--- src/rtl/seven_seg_scan_3_if.sv ---
// Signal bundle between the BCD counter side and the multiplexed
// seven-segment driver. The master drives digits and strobes. The slave
// (the driver) returns the active-low display lines.
interface seven_seg_scan_3_if;
  logic [3:0] bcd0;
  logic [3:0] bcd1;
  logic [3:0] bcd2;
  logic [2:0] dp_in;
  logic       lz_blank;
  logic       load;
  logic [6:0] seg_n;
  logic       dp_n;
  logic [2:0] en_n;
  logic       frame_done;

  modport master (
    output bcd0, bcd1, bcd2, dp_in, lz_blank, load,
    input  seg_n, dp_n, en_n, frame_done
  );

  modport slave (
    input  bcd0, bcd1, bcd2, dp_in, lz_blank, load,
    output seg_n, dp_n, en_n, frame_done
  );
endinterface

--- src/rtl/seven_seg_scan_3.sv ---
// Three-digit multiplexed seven-segment driver for a common-anode display.
// Digits are captured into a pending buffer on load. They are committed to
// the display registers only at the frame boundary, so a frame never tears.
// Each digit slot ends with a gap in which all enables are off, which
// suppresses ghosting between digits.
//
// state | meaning
// ------+--------------------------------------------
// DIG0  | scanning slot 0 (units, rightmost digit)
// DIG1  | scanning slot 1 (tens)
// DIG2  | scanning slot 2 (hundreds, leftmost); its last cycle is the frame boundary
module seven_seg_scan_3 #(
  parameter int SCAN_DIV = 100000,
  parameter int GAP_CYC  = 1000
) (
  input logic                clk,
  input logic                reset,
  seven_seg_scan_3_if.slave  bus
);

  localparam int             CW    = $clog2(SCAN_DIV);
  localparam logic [CW-1:0]  TC_LD = CW'(SCAN_DIV - 1);
  localparam logic [CW-1:0]  GAP_V = CW'(GAP_CYC);

  localparam logic [6:0] SEG_BLANK = 7'h7F;
  localparam logic [6:0] SEG_DASH  = 7'h3F;

  typedef enum logic [1:0] {
    DIG0 = 2'd0,
    DIG1 = 2'd1,
    DIG2 = 2'd2
  } dig_t;

  dig_t state;
  dig_t state_nxt;

  // The slot timer counts down from SCAN_DIV-1. A remaining count of r
  // corresponds to slot position SCAN_DIV-1-r. The slot is ACTIVE while
  // r >= GAP_CYC, and the slot ends at terminal count 0.
  logic [CW-1:0] tmr;
  logic          tc;
  logic          active;
  logic          boundary;

  logic [3:0] disp_d0, disp_d1, disp_d2;
  logic [2:0] disp_dp;
  logic [3:0] pend_d0, pend_d1, pend_d2;
  logic [2:0] pend_dp;
  logic       pend_v;

  logic       blank1, blank2;
  logic [3:0] cur_bcd;
  logic       cur_dp;
  logic       cur_blank;
  logic [2:0] en_pat;
  logic       bnd_q;

  assign tc       = (tmr == '0);
  assign active   = (tmr >= GAP_V);
  assign boundary = tc && (state == DIG2);

  // Leading-zero blanking uses the live lz_blank. A blank ripples right
  // from the hundreds digit and stops at the units digit.
  assign blank2 = bus.lz_blank && (disp_d2 == 4'd0);
  assign blank1 = blank2 && (disp_d1 == 4'd0);

  function automatic logic [6:0] seg_decode(input logic [3:0] v);
    logic [6:0] s;
    case (v)
      4'd0:    s = 7'h40;
      4'd1:    s = 7'h79;
      4'd2:    s = 7'h24;
      4'd3:    s = 7'h30;
      4'd4:    s = 7'h19;
      4'd5:    s = 7'h12;
      4'd6:    s = 7'h02;
      4'd7:    s = 7'h78;
      4'd8:    s = 7'h00;
      4'd9:    s = 7'h10;
      default: s = SEG_DASH;
    endcase
    return s;
  endfunction

  // Slot timer: reload at terminal count, otherwise count down.
  always_ff @(posedge clk or negedge reset) begin
    if (!reset) begin
      tmr <= TC_LD;
    end else if (tc) begin
      tmr <= TC_LD;
    end else begin
      tmr <= tmr - CW'(1);
    end
  end

  // Digit FSM state register.
  always_ff @(posedge clk or negedge reset) begin
    if (!reset) begin
      state <= DIG0;
    end else begin
      state <= state_nxt;
    end
  end

  // Digit FSM next state plus the per-slot digit, DP, blank and enable selection.
  always_comb begin
    state_nxt = state;
    cur_bcd   = disp_d0;
    cur_dp    = disp_dp[0];
    cur_blank = 1'b0;
    en_pat    = 3'b001;
    unique case (state)
      DIG0: begin
        if (tc) state_nxt = DIG1;
      end
      DIG1: begin
        if (tc) state_nxt = DIG2;
        cur_bcd   = disp_d1;
        cur_dp    = disp_dp[1];
        cur_blank = blank1;
        en_pat    = 3'b010;
      end
      DIG2: begin
        if (tc) state_nxt = DIG0;
        cur_bcd   = disp_d2;
        cur_dp    = disp_dp[2];
        cur_blank = blank2;
        en_pat    = 3'b100;
      end
      default: begin
        state_nxt = DIG0;
      end
    endcase
  end

  // Capture into the pending buffer (last load wins) and commit at the frame
  // boundary. A load in the boundary cycle bypasses the buffer.
  always_ff @(posedge clk or negedge reset) begin
    if (!reset) begin
      pend_d0 <= '0;
      pend_d1 <= '0;
      pend_d2 <= '0;
      pend_dp <= '0;
      pend_v  <= 1'b0;
      disp_d0 <= '0;
      disp_d1 <= '0;
      disp_d2 <= '0;
      disp_dp <= '0;
    end else if (boundary) begin
      pend_v <= 1'b0;
      if (bus.load) begin
        disp_d0 <= bus.bcd0;
        disp_d1 <= bus.bcd1;
        disp_d2 <= bus.bcd2;
        disp_dp <= bus.dp_in;
      end else if (pend_v) begin
        disp_d0 <= pend_d0;
        disp_d1 <= pend_d1;
        disp_d2 <= pend_d2;
        disp_dp <= pend_dp;
      end
    end else if (bus.load) begin
      pend_d0 <= bus.bcd0;
      pend_d1 <= bus.bcd1;
      pend_d2 <= bus.bcd2;
      pend_dp <= bus.dp_in;
      pend_v  <= 1'b1;
    end
  end

  // Delay the boundary by one cycle. frame_done then lines up with the
  // first output cycle that shows the committed digits.
  always_ff @(posedge clk or negedge reset) begin
    if (!reset) begin
      bnd_q <= 1'b0;
    end else begin
      bnd_q <= boundary;
    end
  end

  // Registered display outputs. Segments keep showing the current digit
  // through the gap, and only the enables are dropped.
  always_ff @(posedge clk or negedge reset) begin
    if (!reset) begin
      bus.seg_n      <= SEG_BLANK;
      bus.dp_n       <= 1'b1;
      bus.en_n       <= 3'b111;
      bus.frame_done <= 1'b0;
    end else begin
      bus.seg_n      <= cur_blank ? SEG_BLANK : seg_decode(cur_bcd);
      bus.dp_n       <= ~cur_dp;
      bus.en_n       <= active ? ~en_pat : 3'b111;
      bus.frame_done <= bnd_q;
    end
  end

endmodule

--- src/flat_wrapper.sv ---
// flat-port wrapper written by rule: the top's interface ports become plain ports
module seven_seg_scan_3_flat 
#(
  parameter int SCAN_DIV = 100000,
  parameter int GAP_CYC  = 1000
)
  (clk, reset, bus_bcd0, bus_bcd1, bus_bcd2, bus_dp_in, bus_lz_blank, bus_load, bus_seg_n, bus_dp_n, bus_en_n, bus_frame_done);
  seven_seg_scan_3_if bus_i ();
  input logic clk;
  input logic reset;
  input wire logic [$bits(bus_i.bcd0)-1:0] bus_bcd0;
  input wire logic [$bits(bus_i.bcd1)-1:0] bus_bcd1;
  input wire logic [$bits(bus_i.bcd2)-1:0] bus_bcd2;
  input wire logic [$bits(bus_i.dp_in)-1:0] bus_dp_in;
  input wire logic [$bits(bus_i.lz_blank)-1:0] bus_lz_blank;
  input wire logic [$bits(bus_i.load)-1:0] bus_load;
  output wire logic [$bits(bus_i.seg_n)-1:0] bus_seg_n;
  output wire logic [$bits(bus_i.dp_n)-1:0] bus_dp_n;
  output wire logic [$bits(bus_i.en_n)-1:0] bus_en_n;
  output wire logic [$bits(bus_i.frame_done)-1:0] bus_frame_done;
  assign bus_i.bcd0 = bus_bcd0;
  assign bus_i.bcd1 = bus_bcd1;
  assign bus_i.bcd2 = bus_bcd2;
  assign bus_i.dp_in = bus_dp_in;
  assign bus_i.lz_blank = bus_lz_blank;
  assign bus_i.load = bus_load;
  assign bus_seg_n = bus_i.seg_n;
  assign bus_dp_n = bus_i.dp_n;
  assign bus_en_n = bus_i.en_n;
  assign bus_frame_done = bus_i.frame_done;
  seven_seg_scan_3 #(.SCAN_DIV(SCAN_DIV), .GAP_CYC(GAP_CYC)) u_core (.clk(clk), .reset(reset), .bus(bus_i));
endmodule
--- config.mk ---
export PLATFORM = sky130hd
export DESIGN_NAME = seven_seg_scan_3_flat
export DESIGN_NICKNAME = d
export VERILOG_FILES = /design/src/rtl/seven_seg_scan_3_if.sv /design/src/rtl/seven_seg_scan_3.sv /design/src/flat_wrapper.sv
export SDC_FILE = /design/constraint.sdc
export NUM_CORES = 1
export LEC_CHECK = 0
export CAP_MARGIN = 20
export CORE_AREA = 5 5 102 66
export DETAILED_ROUTE_END_ITERATION = 8
export DIE_AREA = 0 0 107 71
export GPL_TIMING_DRIVEN = 0
export PLACE_DENSITY = 0.77
export SLEW_MARGIN = 20
export SYNTH_ARGS = -nofsm -noshare
export SYNTH_HDL_FRONTEND = slang
export SYNTH_SLANG_ARGS = --single-unit
--- constraint.sdc ---
create_clock -name clk -period 2.4 [get_ports clk]
set_input_delay 0.6 -clock clk [delete_from_list [all_inputs] [get_ports clk]]
set_output_delay 0.6 -clock clk [all_outputs]
set_load 0.005 [all_outputs]
; ---- Word-level counts from Yosys, hierarchy flattened
; Memory sizes are Yosys's and may differ from the RTL's.
; Index checks and enable logic that the tools add are counted.
[totals]
mem_bits_ro = 112
mem_count = 1
elab_cells = 60
output_inout_bits = 12
in_bits = 19
ff_bits = 63
[classes]
n_mux = 21
n_lt_le_gt_ge = 1
reduce_logical = 12
eq_ne = 5
n_bitwise = 3
n_addsub = 1
[mem_list]
columns = memory, words, word_bits, rd, rd_clocked_by_memory_dff, write_ports, line
row1 = (name not given), 16, 7, 1, 0, 0, seven_seg_scan_3.sv:69  ; case (v)
[op_table]
columns = op, count
row1 = 4-bit two-way mux, 6
row2 = 17-bit by 10-bit greater-or-equal comparator with 1-bit output (second input constant), 1
row3 = 17-bit logical NOT, 1
row4 = 17-bit two-way mux, 1
row5 = 17-bit by 1-bit subtractor with 17-bit output (second input constant), 1
row6 = 3-bit two-way mux, 3
row7 = 4-bit logical NOT, 2
row8 = 4-bit case mux with 2 select lines, 1
row9 = 7-bit two-way mux, 1
row10 = 2-bit two-way mux, 3
row11 = 2-bit by 1-bit inequality test with 1-bit output (second input constant), 3
row12 = 2-bit case mux with 3 select lines, 1
row13 = 3-bit case mux with 2 select lines, 1
row14 = 1-bit case mux with 2 select lines, 2
row15 = 2-bit AND reduction, 2
row16 = 2-bit nonzero test, 2
row17 = 1-bit logical AND, 3
row18 = 3-bit inverter, 1
row19 = 3-bit AND reduction, 1
row20 = 2-bit by 1-bit equality test with 1-bit output (second input constant), 1
row21 = 2-bit equality test (second input constant), 1
row22 = 2-bit logical NOT, 1
row23 = 1-bit two-way mux, 2
row24 = 1-bit inverter, 2

; ---- Logic depth before layout (Yosys ltp)
; Gate-level depths: netlist of run 1.
[logic_depth]
ltp_word = 5
mapped_depth = 9
ltp_nobuf = 8

; ---- Worst setup path before layout of run 1
; No wires, ideal clock.
[synth_timing]
path_kind = reg-to-reg
from = register u_core.tmr[5]
to = register u_core.pend_d0[3]
slack_ps = 251
stages_incl_launch_ff = 7
t_arrival_ps = 2021
synth_period_minus_slack_ps = 2149
setup_ps = 127
t_required_ps = 2273
n_path_buf = 1
cell_sequence = dfrtp_1 > or4_4 > nor4_4 > nand3_4 > nand2_4 > buf_6 > mux2_1
[synth_between]
elab_chain_len = 4
[synth_rtl]
columns = item, line
row1 = "start, declared", seven_seg_scan_3.sv:40  ; logic [CW-1:0] tmr;
row2 = "start signal, assigned", seven_seg_scan_3.sv:92  ; tmr <= tmr - CW'(1);
row3 = 17-bit logical NOT, seven_seg_scan_3.sv:58  ; assign tc = (tmr == '0);
row4 = 1-bit logical AND, seven_seg_scan_3.sv:60  ; assign boundary = tc && (state == DIG2);
row5 = 1-bit inverter (no line), n/a
row6 = 2-bit AND reduction (no line), n/a
row7 = "end signal, assigned", seven_seg_scan_3.sv:163  ; pend_d0 <= bus.bcd0;
row8 = "end, declared", seven_seg_scan_3.sv:47  ; logic [3:0] pend_d0, pend_d1, pend_d2;
; No other way between the ends.
; A chain may end at the register's enable or synchronous reset.

; ---- Worst setup path after layout of run 1
[layout_timing]
from = register u_core.tmr[11]
to = register u_core.pend_d1[2]
[layout_between]
elab_chain_len = 4
[layout_rtl]
columns = item, line
row1 = 17-bit logical NOT, seven_seg_scan_3.sv:58
row2 = 1-bit logical AND, seven_seg_scan_3.sv:60
row3 = 1-bit inverter (no line), n/a
row4 = 2-bit AND reduction (no line), n/a
row5 = "end signal, assigned", seven_seg_scan_3.sv:164  ; pend_d1 <= bus.bcd1;
row6 = "end, declared", seven_seg_scan_3.sv:47
; No other way between the ends.

==> flow_summary.ini, run 1 <==
[status]
run_status = completed

[synth]
yosysWarnings = 0
syn_area_per_cell_um2 = 10.77
netlist_area_um2 = 3079
ys_types = 51
ys_ff_latch = 63
ys_seq_area_share_pct = 52.05
syn-num-nets = 314
syn_inst = 286

[grt]
antenna_found_initial = 0
grt.total_usage_pct = 18.14
overflow = 0
grt_max_degree = 54
grt_pass1_wl_um = 10900
grt_pass1_vias = 2305

[sta]
timing.slew.headroom_pct = 66.07
setup_tns_ns = 0
min_period_ns = 2.317
fmax_mhz = 431.6
period_share_pct = 96.53
maxSlewViolCount = 0
setup_violations = 0
max_slew.worst_pin.slew_ns = 0.4991
hold_violations = 0
rsz0062_at_grt = no
skew_ns = 0.008310
setup_ws_ns = 0.08319

[worst_setup_path]
rrSetupSlack_ns = 0.08
path_cells = or4_1 > nor3_4 > buf_4 > nand3_4 > nand2_4 > buf_6 > mux2_1
slowest_stage = or4_1
worst_setup_path_end_kind = flip-flop
startpoint_type = flip-flop
r2r-end = u_core.pend_d1[2]$_DFFE_PN0P_
cp_data_arrival_time_ns = 2.53
crit_type = reg2reg
max_stage_delay_ns = 0.62
r2r.worst_path.cells = 7
critPathRequiredTime_ns = 2.61
crit_fanout = 10
cp-startpoint = u_core.tmr[11]$_DFF_PN0_
reg2reg_from = u_core.tmr[11]$_DFF_PN0_

[floorplanning]
pin_count = 31
die_x_um = 107
rows = 22
die_y_um = 71
core-area_um2 = 5781
start_util_pct = 53.27
fp.dieArea_um2 = 7597

[drt]
wl_per_cell_um = 15.26
drt-initial-drc-count = 112
via_per_inst = 5.604
wl_um = 6210
ant_nets = 0
wl_met1_um = 3146
drtPass1Iterations = 4
met2_length_um = 2692
route.detailed.drc = 0
top_layer = met4
vias = 2281
wl_met3_um = 333

[layout]
multi_input_area_um2 = 1346
syn2layout_area_growth_pct = 19.75
fin_util_pct = 63.79
n_antenna_cell = 0
nFillCells = 479
final_cells = 407
final_cell_mix = dfrtp_1 (42), clkdlybuf4s50_1 (29), a21oi_1 (23)
final_common_cell = dfrtp_1
fin_nets = 358
drive_gt1_share_pct = 17.61
regArea_um2 = 1603

[power]
peakVddDrop_mv = 0.4757
p_per_area_nw_per_um2 = 593.3
p_leak_nw = 1.591

[cts]
clk_pin_slew_ns = 0.06
root_buffer = clkbuf_8
insertion_delay_ns = 0.34
cts.sinks = 63
htree_levels = 3
clockBufferDepth = 2
holdBufCountCts = 0
numCtsBuffers = 9
cts_tree = yes

[worst_hold_path]
min_path_type = in2async

[run]
drv_cap = 0

[placed_design]
dp_hpwl_um = 4470
port_buffers = 30
gp_congestion = 0.8356
placed_cells = 389
pre_cts_ws_ns = -0.1111
## repair_timing
action                                  4_1_cts  5_1_grt
buffers inserted                              0        2
resized for setup                             0        5
endpoints found under the setup margin        0       17
## layer usage
layer	GRT usage [%]	up-vias
met3	7.293	5
met4	4.255	0
li1	-	1106
met2	25.94	57
met1	25.90	1113
met5	0	-
## worst max-delay path by stage
stage | to | slack (ns) | depth (start not counted)
after global placement | u_core.tmr[13]$_DFF_PN0_ | -1.27 | 1
after detailed placement | u_core.disp_d2[1]$_DFFE_PN0P_ | -0.11 | 6
final | u_core.pend_d1[2]$_DFFE_PN0P_ | 0.08 | 7
after global routing | u_core.pend_dp[1]$_DFFE_PN0P_ | 0.004 | 6
after floorplan | u_core.pend_d0[3]$_DFFE_PN0P_ | 0.25 | 6
after CTS | u_core.pend_d1[2]$_DFFE_PN0P_ | 0.001 | 6
## cells in the mapped netlist (all sizes together)
library cell  count  area share, %
o221ai            1           0.28
nand3             7            1.5
mux2             15            5.5
and2              2           0.41
dfrtp            42             34
inv              19            2.3
buf               5            1.1
o32ai             1           0.28
a21o              3           0.73
o31ai             2           0.49
a32o              1           0.33
or4b              1           0.33
nand2b            5            1.0
o2111ai           1           0.28
mux2i             1           0.33
a21oi            23            3.7
xor2              1           0.28
nor4              5            1.7
a22oi             4           0.98
dfstp            21             18
nor3              6            1.3
nand2            18            2.4
a22o              1           0.28
a32oi             1           0.28
xnor2             8            2.3
o22a             12            3.4
nor2             23            2.9
nor3b            12            2.9
or3               3           0.61
or4               3           0.98
o22ai             4           0.81
o211ai            1           0.24
o21ai             7            1.1
clkbuf            8           0.98
and3              2           0.41
nand4b            1           0.28
nand4             4           0.81
or2               2           0.41
ha                9            3.7
nor2b             1           0.20
## where the power goes
part	internal, mW	switching, mW
Sequential	1.12	0.0263
Clock	0.432	0.387
Combinational	0.117	0.101
Total	1.67	0.515
## cells by family (layout without fill, tap and decap cells)
family                   count (synthesis)  count (layout)  synth area share [%]
multiplexers                            16              16                 5.811
adder cells (fa/ha/maj)                  9               9                 3.657
AO/OA/AOI/OAI                           62              62                 13.29
flip-flops                              63              63                 52.05
AND/OR/NAND/NOR                         95              95                 18.29
XOR/XNOR                                 9               9                 2.560
buffers and inverters                   32              81                 4.348
## cell type report
class / count / share of cell area [%]
flip-flops and latches: 63 / 43.47
clock inverters: 1 / 0.1357
inverters: 19 / 1.934
multi-input cells: 191 / 36.51
plain buffers: 13 / 1.765
well taps: 72 / 2.443
clock buffers: 15 / 4.513
repair buffers: 33 / 9.230
## stage by stage
step	instance area (µm²)	hold slack, ns	power [mW]
CTS	3666	0.09156	2.203
global placement	3470	0.3415	1.375
finish	3687	0.1013	2.188
detailed placement	3495	0.3433	1.387
global route	3687	0.09163	2.278
floorplan	3079	0.3044	1.270
## registers in the layout, indices dropped and copies added, names as in the netlist
register and cells:
u_core.disp_d1 4, u_core.pend_d0 4, u_core.pend_d2 4, u_core.pend_dp 3, u_core.bus.seg_n 7, u_core.bus.frame_done 1
u_core.pend_v 1, u_core.disp_dp 3, u_core.state 2, u_core.bnd_q 1, u_core.bus.en_n 3, u_core.disp_d2 4
u_core.disp_d0 4, u_core.pend_d1 4, u_core.bus.dp_n 1, u_core.tmr 17
## critical path, delay by kind of cell (launching register included)
kind,cells,cell delay [ns]
and+or+nand+nor,4,1.08
buffers and inverters,2,0.34
DFF,1,0.42
muxes,1,0.33
Note: power is estimated with default switching activity, not from simulation.
==> run 2: changes to the inputs <==
--- a/config.mk
+++ b/config.mk
@@ -6,11 +6,12 @@
 export NUM_CORES = 1
 export LEC_CHECK = 0
 export CAP_MARGIN = 20
-export CORE_AREA = 5 5 102 66
+export CORE_AREA = 5 5 100 64
+export CTS_BUF_LIST = sky130_fd_sc_hd__clkbuf_2 sky130_fd_sc_hd__clkbuf_4 sky130_fd_sc_hd__clkbuf_8
 export DETAILED_ROUTE_END_ITERATION = 8
-export DIE_AREA = 0 0 107 71
+export DIE_AREA = 0 0 105 69
 export GPL_TIMING_DRIVEN = 0
-export PLACE_DENSITY = 0.77
+export PLACE_DENSITY = 0.81
 export SLEW_MARGIN = 20
 export SYNTH_ARGS = -nofsm -noshare
 export SYNTH_HDL_FRONTEND = slang
==> flow_summary.ini, run 2 (synthesis results as in run 1) <==
[status]
run_status = completed

[placed_design]
pre_cts_ws_ns = -0.07588
gp_congestion = 0.8255
dp_hpwl_um = 4617
port_buffers = 30

[layout]
drive_gt1_share_pct = 19.58
syn2layout_area_growth_pct = 22.39
final_cell_mix = dfrtp_1 (42), clkdlybuf4s50_1 (29), a21oi_1 (22), nor2_1 (22), dfstp_2 (21)
regArea_um2 = 1603
fin_nets = 360
final_common_cell = dfrtp_1
largest_register_ffs = 17
top_register = u_core.tmr
nFillCells = 411
multi_input_area_um2 = 1350
n_antenna_cell = 0
fin_util_pct = 69.63
top_regs = u_core.tmr (17), u_core.bus.seg_n (7)

[run]
drv_cap = 0

[floorplanning]
die_x_um = 105
fp.dieArea_um2 = 7245
rows = 21
core-area_um2 = 5413
die_y_um = 69
start_util_pct = 56.89
pin_count = 31

[drt]
route.detailed.drc = 0
drtPass1Iterations = 4
ant_nets = 0
drt-initial-drc-count = 153
wl_um = 6410
via_per_inst = 5.640
vias = 2290
wl_per_cell_um = 15.79

[sta]
skew_ns = 0.008566
holdWs_ns = 0.1016
period_share_pct = 95.82
min_period_ns = 2.300
maxSlewViolCount = 0
fmax_mhz = 434.8
setup_violations = 0
setup_ws_ns = 0.1002
timing.slew.headroom_pct = 67.25
hold_violations = 0
max_slew.worst_pin.slew_ns = 0.4818

[worst_hold_path]
min_path_type = in2async

[power]
peakVddDrop_mv = 0.4665
power_mw = 2.440
p_per_area_nw_per_um2 = 647.4
p_leak_nw = 1.638

[cts]
cts.sinks = 63
cts_tree = yes
clockBufferDepth = 2
htree_levels = 3
insertion_delay_ns = 0.34
clk_pin_slew_ns = 0.07
numCtsBuffers = 9
root_buffer = clkbuf_8

[grt]
grt_pass1_wl_um = 11270
overflow = 0
grt.total_usage_pct = 19.23
grt_max_degree = 52
grt_pass1_vias = 2323
antenna_found_initial = 0

[worst_setup_path]
worst_setup_path_end_kind = flip-flop
rrSetupSlack_ns = 0.10
cp_data_arrival_time_ns = 2.52
startpoint_type = flip-flop
max_stage_delay_ns = 0.61
crit_fanout = 10
critPathRequiredTime_ns = 2.62
slowest_stage = or4_1
path_cells = or4_1 > nor3_4 > buf_4 > nand3_4 > nand2_4 > buf_6 > mux2_1
crit_type = reg2reg
[run 2: cell types whose count changed in the layout (fill, tap and decap cells not counted), sizes merged]
cell / before / now
clkbuf: 23 / 21
bufinv: 0 / 2
buf: 9 / 11
[run 2: final cells by class]
type	instances	share of cell area, %
clock buffers	13	4.582
inverters	19	1.892
well taps	69	2.291
plain buffers	13	1.726
repair buffers	35	9.429
clock inverters	3	1.726
flip-flops and latches	63	42.53
multi-input cells	191	35.82
[run 2: worst paths after layout]
check / cells past startpoint / startpoint / endpoint
worst max-delay path: 7 / u_core.tmr[11]$_DFF_PN0_ / u_core.pend_d1[2]$_DFFE_PN0P_
worst min-delay path: 1 / reset / u_core.disp_d0[1]$_DFFE_PN0P_
worst max register to register: 7 / u_core.tmr[11]$_DFF_PN0_ / u_core.pend_d1[2]$_DFFE_PN0P_
worst min register to register: 0 / u_core.bnd_q$_DFF_PN0_ / u_core.bus.frame_done$_DFF_PN0_
max in group asynchronous: 2 / reset / u_core.bus.seg_n[3]$_DFF_PN1_
min in group clk: 0 / u_core.bnd_q$_DFF_PN0_ / u_core.bus.frame_done$_DFF_PN0_
[run 2: critical path, delay by kind of cell (launching register included)]
| family | cells | cell delay (ns) |
|---|---|---|
| and+or+nand+nor | 4 | 1.06 |
| buffers and inverters | 2 | 0.36 |
| muxes | 1 | 0.33 |
| DFF | 1 | 0.42 |
[run 2: metal layers]
layer | GRT usage (%) | up-vias | share of wire [%]
li1 | - | 1120 | -
met5 | 0 | - | 0
met3 | 6.063 | 6 | 5.1
met1 | 28.16 | 1111 | 50
met2 | 27.75 | 53 | 45
met4 | 4.681 | 0 | 0.62
[run 2: metrics by stage]
stage          cell area, µm²  setup TNS, ns  std cells
3_5_place_dp             3491        -0.4724        386
5_1_grt                  3769       -0.01382        406
2_1_floorplan            3079              0        286
4_1_cts                  3729              0        402
3_3_place_gp             3466         -65.66        385
6_report                 3769              0        406
[run 2: power breakdown]
| part | leakage, nW | switching, mW | internal, mW | total (mW) |
|---|---|---|---|---|
| Combinational | 0.789 | 0.103 | 0.117 | 0.220 |
| Clock | 0.123 | 0.387 | 0.680 | 1.07 |
| Sequential | 0.726 | 0.0282 | 1.12 | 1.15 |
| Total | 1.64 | 0.518 | 1.92 | 2.44 |
[run 2: repair_timing]
item                       CTS  global route
hold buffers                 0             0
setup endpoints to repair    0            17
gates resized for setup      0             6
buffers inserted             0             4
